$ cat config.mk
export PLATFORM = sky130hd
export DESIGN_NAME = smart_vending_machine
export DESIGN_NICKNAME = d
export VERILOG_FILES = /design/src/rtl/smart_vending_machine.sv
export SDC_FILE = /design/constraint.sdc
export NUM_CORES = 1
export LEC_CHECK = 0
export CORE_ASPECT_RATIO = 0.5
export CORE_MARGIN = 2
export CORE_UTILIZATION = 55
export CTS_CLUSTER_SIZE = 40
export DETAILED_ROUTE_END_ITERATION = 6
export GPL_TIMING_DRIVEN = 0
export PLACE_DENSITY = 0.78
export SLEW_MARGIN = 20
export SYNTH_ARGS = -nofsm -noshare
export SYNTH_HDL_FRONTEND = slang
export SYNTH_SLANG_ARGS = --single-unit
export TNS_END_PERCENT = 10
$ cat constraint.sdc
create_clock -name clk -period 5.3 [get_ports clk]
set_input_delay 1.59 -clock clk [delete_from_list [all_inputs] [get_ports clk]]
set_output_delay 1.59 -clock clk [all_outputs]
set_load 0.01 [all_outputs]
$ cat src/rtl/smart_vending_machine.sv
// Vending controller: accepts one payment in IDLE, vends one or more products
// from the credit, then returns change or refunds on insufficient funds.
module smart_vending_machine (
  input  logic       clk,
  input  logic       reset,
  input  logic [7:0] money_inserted,
  input  logic [1:0] product_select,
  input  logic       buy_more,
  output logic [7:0] change,
  output logic       dispense,
  output logic       insufficient
);

  typedef enum logic [2:0] {IDLE, CHECK, VEND, CHANGE, REJECT} state_t;

  state_t     state, state_nxt;
  logic [7:0] credit, credit_nxt;
  logic [7:0] price, price_nxt;
  logic [7:0] change_nxt;
  logic       dispense_nxt, insufficient_nxt;
  logic [7:0] sel_price;

  always_comb begin
    unique case (product_select)
      2'b00:   sel_price = 8'd25;
      2'b01:   sel_price = 8'd50;
      2'b10:   sel_price = 8'd75;
      default: sel_price = 8'd100;
    endcase
  end

  // Outputs are computed one state ahead and registered, so each pulse lines
  // up with the state it belongs to.
  always_comb begin
    state_nxt        = state;
    credit_nxt       = credit;
    price_nxt        = price;
    change_nxt       = 8'd0;
    dispense_nxt     = 1'b0;
    insufficient_nxt = 1'b0;
    unique case (state)
      IDLE: begin
        if (money_inserted != 8'd0) begin
          credit_nxt = money_inserted;
          price_nxt  = sel_price;
          state_nxt  = CHECK;
        end
      end
      CHECK: begin
        if (credit >= price) begin
          credit_nxt   = credit - price;
          dispense_nxt = 1'b1;
          state_nxt    = VEND;
        end else begin
          insufficient_nxt = 1'b1;
          change_nxt       = credit;
          credit_nxt       = 8'd0;
          state_nxt        = REJECT;
        end
      end
      VEND: begin
        // Repeat purchase only if it is already known to be affordable.
        if (buy_more && credit >= sel_price) begin
          price_nxt = sel_price;
          state_nxt = CHECK;
        end else begin
          change_nxt = credit;
          credit_nxt = 8'd0;
          state_nxt  = CHANGE;
        end
      end
      CHANGE:  state_nxt = IDLE;
      REJECT:  state_nxt = IDLE;
      default: state_nxt = IDLE;
    endcase
  end

  always_ff @(posedge clk or posedge reset) begin
    if (reset) begin
      state        <= IDLE;
      credit       <= 8'd0;
      price        <= 8'd0;
      change       <= 8'd0;
      dispense     <= 1'b0;
      insufficient <= 1'b0;
    end else begin
      state        <= state_nxt;
      credit       <= credit_nxt;
      price        <= price_nxt;
      change       <= change_nxt;
      dispense     <= dispense_nxt;
      insufficient <= insufficient_nxt;
    end
  end

endmodule

==> metrics.md <==
| Metric | Value |
|---|---|
| Final setup violation count | 0 |
| Post-route minimum period | 4.559 ns |
| Main synth FF type | dfrtp_1 |
| Port Buf Inserts | 22 |
| Vias | roughly 1,400 |
| Hold WC Path Type | reg -> reg |
| Setup Buffers After CTS | 0 |
| F_max | 219.4 MHz |
| Crit path kind | in -> reg |
| PostCTS Resize Cnt | 0 |
| Sequential area share after synthesis | 37.45% |
| First-pass GRT wire length | 7.065 mm |
| Row count | 14 |
| TritonCTS Buffers | 3 |
| Post-synth EDFFs | 0 |
| Clock tree buffer depth | 2 |
| Worst-Margin Slew | 0.9489 ns |
| Crit path max fanout | 8 |
| Commonest non-fill, non-tap cell in the layout | dfrtp_1 |
| Pwr/cell area | 687.5 nW/um^2 |
| Via density | 5.893 |
| CTS Hold Bufs | 0 |
| Clock latency on the worst-skew pair | 0.28 ns |
| Maximum VDD drop | 0.3869 mV |
| Final period util | 86.01% |
| Layout cells sized above 1 | roughly a tenth |
| RSZ-0062 raised after global routing | false |
| Seq cells post-synth | 27 |
| Initial Util | 58.86% |
| Final Slew Violations | 0 |
| GRT Overall Usage | 25.21% |
| Gr ovfl total | 0 |
| Static Leak | 1.031 nW |
| Fillers | 237 |
| Detailed-route DRC error count | 0 |
| Clk pin slew, worst setup/hold paths | ~0.10 ns |
| Synthesized instance count | 176 |
| Netlist cell types | 49 |
| Syn_nets | ~210 |
| Total clock sinks | 27 |
| Initial antenna violation count | 0 |
| Worst endpoint required time | about 5.5 ns |
| Max-cap viol count | 0 |
| H-tree lvl count | 1 |
| Root buf cell | clkbuf_8 |
| Ys Warns | 0 |
| Crit end category | register |
| Data arrival, critical path | 4.73 ns |
| Die H | 44.50 um |
| Die area | 3783 sq um |
| Post-DP HPWL | 3.290 mm |
| Commonest cells after routing, fill and taps aside | dfrtp_1 (27), clkdlybuf4s50_1 (22), inv_1 (19) |
| DRT antenna net count | 0 |
| Drt pass-1 iters | 4 |
| Final setup skew | 0.005425 ns |
| Nets | between 200 and 250 |
| Number of global-route vias before repair | about 1,400 |
| Crit start category | primary input |
| Largest net degree at the start of global routing | 28 |
| Syn_area_per_cell | 10.25 sq um |
| Synthesized cell area | 1804 sq um |
| Core Region | slightly above 3000 sq um |
| ANT cells | 0 |
| CTS tree | yes |
| Avg WL per Cell | 17.87 um |
| Final Hold Viols | 0 |
| Slew margin rel. | a little over a third |
| Synth async-reset ratio | 100.0% |
| Total negative slack | 0 ns |
| Routed WL | around 4.3 mm |
| Status | complete, no violations |
| Die Wd | 85 um |
| Util after Layout | around 69% |
| RD Place Congestion | roughly 0.90 |
| Area Overhead vs Synth | 17.68% |
| # IOs | 23 |
| First DRT Iteration DRCs | between 100 and 150 |
==> critical path, cell delays in order <==
cell and delay (ns):
clkdlybuf4s50_1 0.57, inv_1 0.12, ha_1 0.21, o21ai_0 0.34
inv_1 0.09, ha_1 0.27, nand2b_1 0.18, a2111oi_4 0.45
o211ai_1 0.22, a21o_1 0.23, buf_6 0.15, mux2_4 0.29
==> worst paths after layout <==
check | start | to | slack (ns) | depth (start not counted)
max reg2reg | credit[0] | credit[7] | 2.69 | 10
max in group asynchronous | reset | credit[7] | 3.15 | 2
min | credit[0] | change[0] | 0.52 | 1
min reg2reg | credit[0] | change[0] | 0.52 | 1
max | product_select[1] | credit[6] | 0.74 | 12
min in group asynchronous | reset | change[3] | 1.71 | 2
==> synthesized netlist by cell type (all sizes together), types with 4 or more instances <==
cell / instances / area [sq um]
dfrtp: 27 / 675.7
inv: 20 / 75.07
ha: 18 / 225.2
nand2: 11 / 43.80
and2: 8 / 50.05
mux2i: 8 / 80.08
nor2: 8 / 30.03
o21ai: 8 / 40.03
nand2b: 6 / 37.54
a21oi: 5 / 25.02
mux2: 5 / 75.07
a21o: 4 / 31.28
and3: 4 / 25.02
buf: 4 / 25.02
nor3: 4 / 20.02
==> through the flow <==
stage | cells | total power [mW] | hold WS [ns] | area [sq um] | setup WS (ns)
final | 242 | 1.460 | 0.5163 | 2123 | 0.7414
after floorplan | 176 | 1.055 | 0.4536 | 1804 | 1.442
after detailed placement | 238 | 1.308 | 0.4913 | 2074 | 0.5288
after global routing | 242 | 1.571 | 0.5309 | 2123 | 0.5316
after CTS | 242 | 1.437 | 0.5141 | 2123 | 0.8011
after global placement | 238 | 1.266 | 0.4618 | 2074 | 0.5829
==> final cells by class <==
type | count | area, sq um | share of cell area, %
Buffer | 4 | 25.02 | 1.179
Clock buffer | 3 | 41.29 | 1.945
Clock inverter | 1 | 7.507 | 0.3536
Inverter | 20 | 75.07 | 3.536
Multi-Input combinational cell | 125 | 1028 | 48.44
Sequential cell | 27 | 675.6 | 31.82
Tap cell | 40 | 50.05 | 2.357
Timing Repair Buffer | 22 | 220.2 | 10.37
==> kinds of logic (layout without fill, tap and decap cells) <==
family                   count (synthesis)  count (layout)  synth area share (%)
adder cells (fa/ha/maj)                 19              19                 13.59
buffers and inverters                   24              50                 5.548
AND/OR/NAND/NOR                         49              49                 15.26
XOR/XNOR                                 2               2                0.9711
multiplexers                            13              13                 8.599
flip-flops                              27              27                 37.45
AO/OA/AOI/OAI                           42              42                 18.59
==> routing by layer <==
metal	share of wire [%]	global-route usage, %	vias up
li1	-	-	685
met1	49	34.98	690
met2	45	40.94	47
met3	5.7	6.343	4
met4	0.76	5.079	0
met5	0	0	-
==> state kept, by name, summed over array words and instances (netlist names) <==
signal	count
insufficient	1
state	3
price	6
dispense	1
credit	8
change	8
==> power by group <==
part | internal (mW) | switching (mW)
clock | 0.0535 | 0.0682
combinational | 0.446 | 0.537
sequential | 0.295 | 0.0605
total | 0.794 | 0.666
Power figures use the tool's default switching activity.
